===== src/rtl/coeff_token_pkg.sv =====
// coeff_token_pkg: shared widths and packer state encoding for the coeff_token encoder.
package coeff_token_pkg;
  localparam int ACC_W_DEF = 32;
  localparam int CODE_W = 16;
  localparam int LEN_W = 5;
  typedef enum logic [1:0] {RUN, FLUSH, DONE} state_e;
endpackage


===== src/rtl/coeff_token_enc_lut.sv =====
// coeff_token_enc_lut: Table 9-5 coeff_token codeword lookup for 0<=nC<2 (nC=-1 added by COEFF_TOKEN_CHROMA_DC_EN).
module coeff_token_enc_lut
  import coeff_token_pkg::*;
(
  input  logic [4:0]        tc_i,
  input  logic [1:0]        t1_i,
  input  logic              chroma_dc_i,
  output logic [CODE_W-1:0] code_o,
  output logic [LEN_W-1:0]  len_o,
  output logic              illegal_o
);
  // indexed by {TotalCoeff, TrailingOnes}; every codeword value fits in 4 bits
  localparam logic [LEN_W-1:0] LEN_T [68] = '{
    1, 0, 0, 0,    6, 2, 0, 0,    8, 6, 3, 0,    9, 8, 7, 5,
    10, 9, 8, 6,   11, 10, 9, 7,  13, 11, 10, 8, 13, 13, 11, 9,
    13, 13, 13, 10, 14, 14, 13, 11, 14, 14, 14, 13, 15, 15, 14, 14,
    15, 15, 15, 14, 16, 15, 15, 15, 16, 16, 16, 15, 16, 16, 16, 16,
    16, 16, 16, 16};
  localparam logic [3:0] VAL_T [68] = '{
    1, 0, 0, 0,    5, 1, 0, 0,    7, 4, 1, 0,    7, 6, 5, 3,
    7, 6, 5, 3,    7, 6, 5, 4,    15, 6, 5, 4,   11, 14, 5, 4,
    8, 10, 13, 4,  15, 14, 9, 4,  11, 10, 13, 12, 15, 14, 9, 12,
    11, 10, 13, 8, 15, 1, 9, 12,  11, 14, 13, 8, 7, 10, 9, 12,
    4, 6, 5, 8};
  logic       bad;
  logic [6:0] idx;
  assign bad = tc_i > 5'd16 || {3'b0, t1_i} > tc_i;
  assign idx = bad ? 7'd0 : {tc_i, t1_i};
`ifdef COEFF_TOKEN_CHROMA_DC_EN
  localparam logic [LEN_W-1:0] CLEN_T [20] = '{
    2, 0, 0, 0, 6, 1, 0, 0, 6, 6, 3, 0, 6, 7, 7, 6, 6, 8, 8, 7};
  localparam logic [3:0] CVAL_T [20] = '{
    1, 0, 0, 0, 7, 1, 0, 0, 4, 6, 1, 0, 3, 3, 2, 5, 2, 3, 2, 0};
  logic       bad_c;
  logic [4:0] cidx;
  assign bad_c = tc_i > 5'd4 || {3'b0, t1_i} > tc_i;
  assign cidx = bad_c ? 5'd0 : {tc_i[2:0], t1_i};
  assign illegal_o = chroma_dc_i ? bad_c : bad;
  assign len_o = chroma_dc_i ? CLEN_T[cidx] : LEN_T[idx];
  assign code_o = CODE_W'(chroma_dc_i ? CVAL_T[cidx] : VAL_T[idx]);
`else
  logic unused_chroma;
  assign unused_chroma = chroma_dc_i;
  assign illegal_o = bad;
  assign len_o = LEN_T[idx];
  assign code_o = CODE_W'(VAL_T[idx]);
`endif
endmodule


===== src/rtl/coeff_token_enc_packer.sv =====
// coeff_token_enc_packer: coeff_token encoder feeding an MSB-first bit accumulator that emits bytes with flush/align.
// COEFF_TOKEN_CHROMA_DC_EN enables the ChromaDC (nC=-1) table.
module coeff_token_enc_packer
  import coeff_token_pkg::*;
#(
  parameter int ACC_W = ACC_W_DEF
) (
  input  logic       Clk,
  input  logic       Rst,
  input  logic       InValid,
  output logic       InReady,
  input  logic [4:0] TotalCoeff,
  input  logic [1:0] TrailingOnes,
  input  logic       ChromaDC,
  input  logic       FlushReq,
  output logic       FlushDone,
  output logic       OutValid,
  input  logic       OutReady,
  output logic [7:0] OutByte,
  output logic       Err
);
  localparam int FW = $clog2(ACC_W + 1);
  state_e            state_q, state_d;
  logic [ACC_W-1:0]  acc_q, acc_d;
  logic [FW-1:0]     fill_q, fill_d;
  logic              in_ready_q, out_valid_q, done_q, err_q;
  logic [7:0]        out_byte_q;
  logic [CODE_W-1:0] code;
  logic [LEN_W-1:0]  len;
  logic              illegal, accept, pop, push;
  coeff_token_enc_lut u_lut (
    .tc_i(TotalCoeff),
    .t1_i(TrailingOnes),
    .chroma_dc_i(ChromaDC),
    .code_o(code),
    .len_o(len),
    .illegal_o(illegal)
  );
  assign accept = InValid && in_ready_q;
  assign pop = out_valid_q && OutReady;
  assign push = accept && !illegal;
  // new bits land directly below the post-pop fill level; pad bits are already zero
  always_comb begin
    acc_d = pop ? acc_q << 8 : acc_q;
    fill_d = pop ? fill_q - FW'(8) : fill_q;
    if (push) begin
      acc_d = acc_d | (ACC_W'(code) << (FW'(ACC_W) - fill_d - FW'(len)));
      fill_d = fill_d + FW'(len);
    end
    if (state_q == FLUSH && fill_d[2:0] != 3'd0) fill_d = (fill_d | FW'(7)) + FW'(1);
    state_d = state_q == RUN ? (FlushReq && !accept ? FLUSH : RUN)
            : state_q == FLUSH ? (fill_q == '0 ? DONE : FLUSH) : RUN;
  end
  always_ff @(posedge Clk or posedge Rst) begin
    if (Rst) begin
      state_q <= RUN;
      acc_q <= '0;
      fill_q <= '0;
      in_ready_q <= 1'b0;
      out_valid_q <= 1'b0;
      out_byte_q <= '0;
      done_q <= 1'b0;
      err_q <= 1'b0;
    end else begin
      state_q <= state_d;
      acc_q <= acc_d;
      fill_q <= fill_d;
      in_ready_q <= state_d == RUN && fill_d <= FW'(ACC_W - 16);
      out_valid_q <= fill_d >= FW'(8);
      out_byte_q <= acc_d[ACC_W-1 -: 8];
      done_q <= state_d == DONE;
      err_q <= accept && illegal;
    end
  end
  assign InReady = in_ready_q;
  assign OutValid = out_valid_q;
  assign OutByte = out_byte_q;
  assign FlushDone = done_q;
  assign Err = err_q;
endmodule


===== config.mk =====
export PLATFORM = sky130hd
export DESIGN_NAME = coeff_token_enc_packer
export DESIGN_NICKNAME = d
export VERILOG_FILES = /design/src/rtl/coeff_token_pkg.sv /design/src/rtl/coeff_token_enc_lut.sv /design/src/rtl/coeff_token_enc_packer.sv
export SDC_FILE = /design/constraint.sdc
export NUM_CORES = 1
export LEC_CHECK = 0
export CAP_MARGIN = 20
export CORE_ASPECT_RATIO = 1.75
export CORE_MARGIN = 1.5
export CORE_UTILIZATION = 38
export CTS_CLUSTER_DIAMETER = 80
export DETAILED_ROUTE_END_ITERATION = 16
export PLACE_DENSITY_LB_ADDON = 0.05
export SETUP_SLACK_MARGIN = 0.1
export SKIP_CTS_REPAIR_TIMING = 1
export SLEW_MARGIN = 20
export SYNTH_ARGS = -nofsm -noshare
export SYNTH_HDL_FRONTEND = slang
export SYNTH_SLANG_ARGS = --single-unit

===== constraint.sdc =====
create_clock -name Clk -period 8.7 [get_ports Clk]
set_input_delay 0.87 -clock Clk [delete_from_list [all_inputs] [get_ports Clk]]
set_output_delay 0.87 -clock Clk [all_outputs]
set_load 0.05 [all_outputs]

==> run summary <==
Initial DRC count -> 100
Vias in the first global route -> 3357
Critical path startpoint category -> input pin
Num rows -> 48
Largest net degree at the start of global routing -> 45
Sequential share of power -> 0.253
Final ANT Viol Nets -> 0
CP Max Fanout -> 14
Final setup viols -> 0
Clock Skew -> 0.008243 ns
Clock Sinks -> 44
Via count -> 3243
Clock slew at reported path FFs -> 0.06 ns
Ranking of synthesized cells by area -> dfrtp_1 (29%), ha_1 (8.6%), mux2i_1 (6.8%), o21ai_0 (4.5%), nand2_1 (3.7%)
Syn nets -> 479
Total power -> 0.001011 W
Switch share -> 0.4481
Pint -> 0.0005577 W
P_sw -> 0.0004529 W
Max-Slew Margin vs Limit -> 0.3892
CTS tree -> yes
Leading area contributor after synthesis -> dfrtp_1
Routed WL per cell -> 18.53 um
Drt pass-1 iters -> 4
Fillers -> 980
Worst-margin pin slew -> 0.9148 ns
Vias per cell -> 5.710
Mapped Cells -> 439
Final slew viol count -> 0
Drt drc -> 0
Syn avg cell area -> 8.659 um2
Slowest cell on the critical path -> clkdlybuf4s50_1
Worst ir drop on vdd -> 0.1067 mV
Seq/Total Area, Yosys -> 0.2897
Final core occ -> 0.4277
Initial Util -> 0.3883
Status -> finished clean
Worst path most repeated cell -> ha_1
Share of the synthesized area in the top cell type -> 0.2897
Clock share of power -> 0.181
Worst Path Arrival -> 7.30 ns
RSZ-0062 raised after global routing -> false
Hold Fails Final Rpt -> 0
Pwr Density -> 241.4 nW/um2
Post-Layout Cell Count -> 568
Root Buffer -> clkbuf_16
GRT overflow -> 0
Gr usage total -> 0.2117
Post-synthesis async set-or-reset flop share -> 1.000
Port Buffer Count -> 23
Initial antenna violation count -> 0
Setup_tns -> 0 ns
Logic pwr share -> 0.566
Achievable Freq -> 0.1406 GHz
Area growth syn-to-layout -> 10.14%
CORE AREA -> 9789 um2
Netlist Area Pre-Place -> 3801 um2
DIE AREA -> 10640 um2
Synthesis Warnings -> 0
Detail Placement HPWL -> 8355 um
Critical path required time -> 8.89 ns
Max Cap Violations -> 0
Critical Path End Type -> register
Final wirelength -> 10530 um
Yosys cell types -> 70
Maximum clock path buffer count -> 2
#FFs+latches synth -> 44
Top_reg_cell synth -> dfrtp_1
First-pass GRT wire length -> 17300 um
Placer's final routability congestion estimate -> 0.9252
Final min period -> 7.111 ns
Pleak -> 1.833 nW
Inst Count DP -> 560
Die height -> 135.3 um
Final net count -> 482
Width of the die -> 78.61 um
Tcrit/Tclk final -> 0.8174
Number of synthesized flops with an enable pin -> 0
Crit Path Category -> in -> reg
Antenna fix cells -> 0
Layout cell share with drive strength beyond 1 -> 0.08352
Clock buffer count from CTS -> 5
Crit-path cells -> clkdlybuf4s50_1 > ha_1 > nor2b_1 > o211a_4 > nor2_1 > a21oi_1 > nor2_1 > ha_1 > nand2b_1 > a21oi_1 > nor2_1 > o311ai_0 > inv_1 > ha_1 > inv_1 > ha_1 > ha_1 > a21oi_1 > o21ai_0 > xnor2_1 > nor2b_2 > nand3b_1 > o31ai_1
Hold Path Class -> reg -> reg
CTS HTree Levels -> 2
Largest stage delay, worst path -> 0.76 ns
Clock latency on the worst-skew pair -> 0.29 ns
Io pins -> 25
## through the flow
step	setup WS, ns	cell area (um2)	hold slack [ns]
6_report	1.589	4187	0.4801
5_1_grt	1.162	4187	0.5137
4_1_cts	1.606	4187	0.4818
3_5_place_dp	1.309	4045	0.4697
3_3_place_gp	1.346	4045	0.4621
2_1_floorplan	3.039	3801	0.4429
## critical path, delay by kind of cell
| kind | cells | cell delay [ns] |
|---|---|---|
| buf+inv | 3 | 0.95 |
| fa+ha+maj | 5 | 1.49 |
| xor+xnor | 1 | 0.18 |
| simple gates | 7 | 1.87 |
| compound gates | 7 | 1.91 |
## registers in the layout, indices dropped and copies added (netlist names)
| name | count |
|---|---|
| acc_q | 25 |
| OutByte | 7 |
| fill_q | 6 |
| state_q | 2 |
| Err | 1 |
| FlushDone | 1 |
| InReady | 1 |
| OutValid | 1 |
## per-layer routing
metal / up-vias / track usage / part of all wire
met2: 64 / 0.4167 / 0.57
met5: - / 0 / 0
li1: 1592 / - / -
met4: 0 / 0.1042 / 0.034
met1: 1566 / 0.2185 / 0.37
met3: 21 / 0.01414 / 0.020
## final timing paths
| kind | depth (start not counted) | slack (ns) | from | endpoint |
|---|---|---|---|---|
| max | 23 | 1.59 | TrailingOnes[1] | acc_q[17] |
| max reg2reg | 13 | 5.09 | OutValid | acc_q[17] |
| min | 2 | 0.48 | acc_q[3] | acc_q[3] |
| max in group asynchronous | 2 | 7.02 | Rst | OutByte[6] |
| min in group asynchronous | 2 | 1.10 | Rst | state_q[0] |
| min reg2reg | 2 | 0.48 | acc_q[3] | acc_q[3] |
## cells by family after synthesis
| group | Yosys count | synth area share |
|---|---|---|
| and+or+nand+nor | 128 | 0.1705 |
| AOI/OAI and AO/OA | 134 | 0.2475 |
| xor gates and xnor gates | 13 | 0.02995 |
| buffers and inverters | 58 | 0.07307 |
| muxes | 34 | 0.09578 |
| adders and majority gates | 28 | 0.09348 |
| DFF | 44 | 0.2897 |
## power by group through the flow
stage                     Combinational (W)  Sequential, W  Clock, W
after global routing               0.000632       0.000259  0.000195
after CTS                          0.000579       0.000256  0.000188
final                              0.000572       0.000256  0.000183
after detailed placement           0.000576       0.000260         0
after global placement             0.000572       0.000259         0
after floorplan                    0.000429       0.000275         0
## area by class of cell
type	instances	area, um2	share of cell area
multi-input combinational	337	2422	0.5786
sequential	44	1101	0.2630
timing repair buffer	28	267.8	0.06396
tap	125	156.4	0.03736
clock buffer	7	132.6	0.03168
inverter	26	97.59	0.02331
clock inverter	1	8.758	0.002092
## cell usage in the layout, fill, tap and decap left out, types with 3 or more instances in the layout
| cell type | Yosys | layout |
|---|---|---|
| clkdlybuf4s50_1 | 0 | 23 |
| a32oi_1 | 3 | 3 |
| o221ai_1 | 7 | 7 |
| o211ai_1 | 5 | 5 |
| xnor2_1 | 10 | 10 |
| xor2_1 | 3 | 3 |
| o31ai_1 | 11 | 11 |
| clkbuf_16 | 0 | 5 |
| buf_4 | 11 | 5 |
| o21ai_1 | 3 | 3 |
| ha_1 | 26 | 26 |
| dfrtp_1 | 44 | 44 |
| nor2b_1 | 10 | 10 |
| o21ai_0 | 34 | 34 |
| a22oi_1 | 7 | 7 |
| nor3_1 | 8 | 8 |
| a21o_1 | 4 | 4 |
| nand3_1 | 11 | 11 |
| nor2_1 | 33 | 33 |
| nand2_1 | 37 | 37 |
| a211oi_1 | 5 | 5 |
| mux2_2 | 6 | 6 |
| a21boi_0 | 3 | 3 |
| a31oi_1 | 4 | 4 |
| nand2b_1 | 7 | 7 |
| mux2i_1 | 26 | 26 |
| nand3b_1 | 3 | 3 |
| a21oi_1 | 21 | 21 |
| inv_1 | 26 | 25 |
## synth_stat cells (2+ instances only)
cell,n
or2_2,2
nor2b_1,10
nand2_1,37
a21oi_1,21
a31oi_2,2
a21boi_0,3
nand2b_1,7
xor2_1,3
or3_1,2
o31a_1,2
a22oi_1,7
inv_1,26
o211ai_1,5
o221ai_1,7
clkbuf_1,10
nor3_1,8
a211oi_1,5
a32oi_1,3
mux2_2,6
o311ai_1,2
a21o_1,4
or3b_2,2
buf_4,11
dfrtp_1,44
ha_1,26
mux2i_1,26
o31ai_1,11
o21ai_0,34
nand3b_1,3
and2_1,2
nand3_1,11
a31oi_1,4
nor4_1,2
a41oi_1,2
o21ai_1,3
buf_2,9
nor2_1,33
o22ai_1,2
xnor2_1,10
a221oi_1,2
Power figures use the tool's default switching activity.
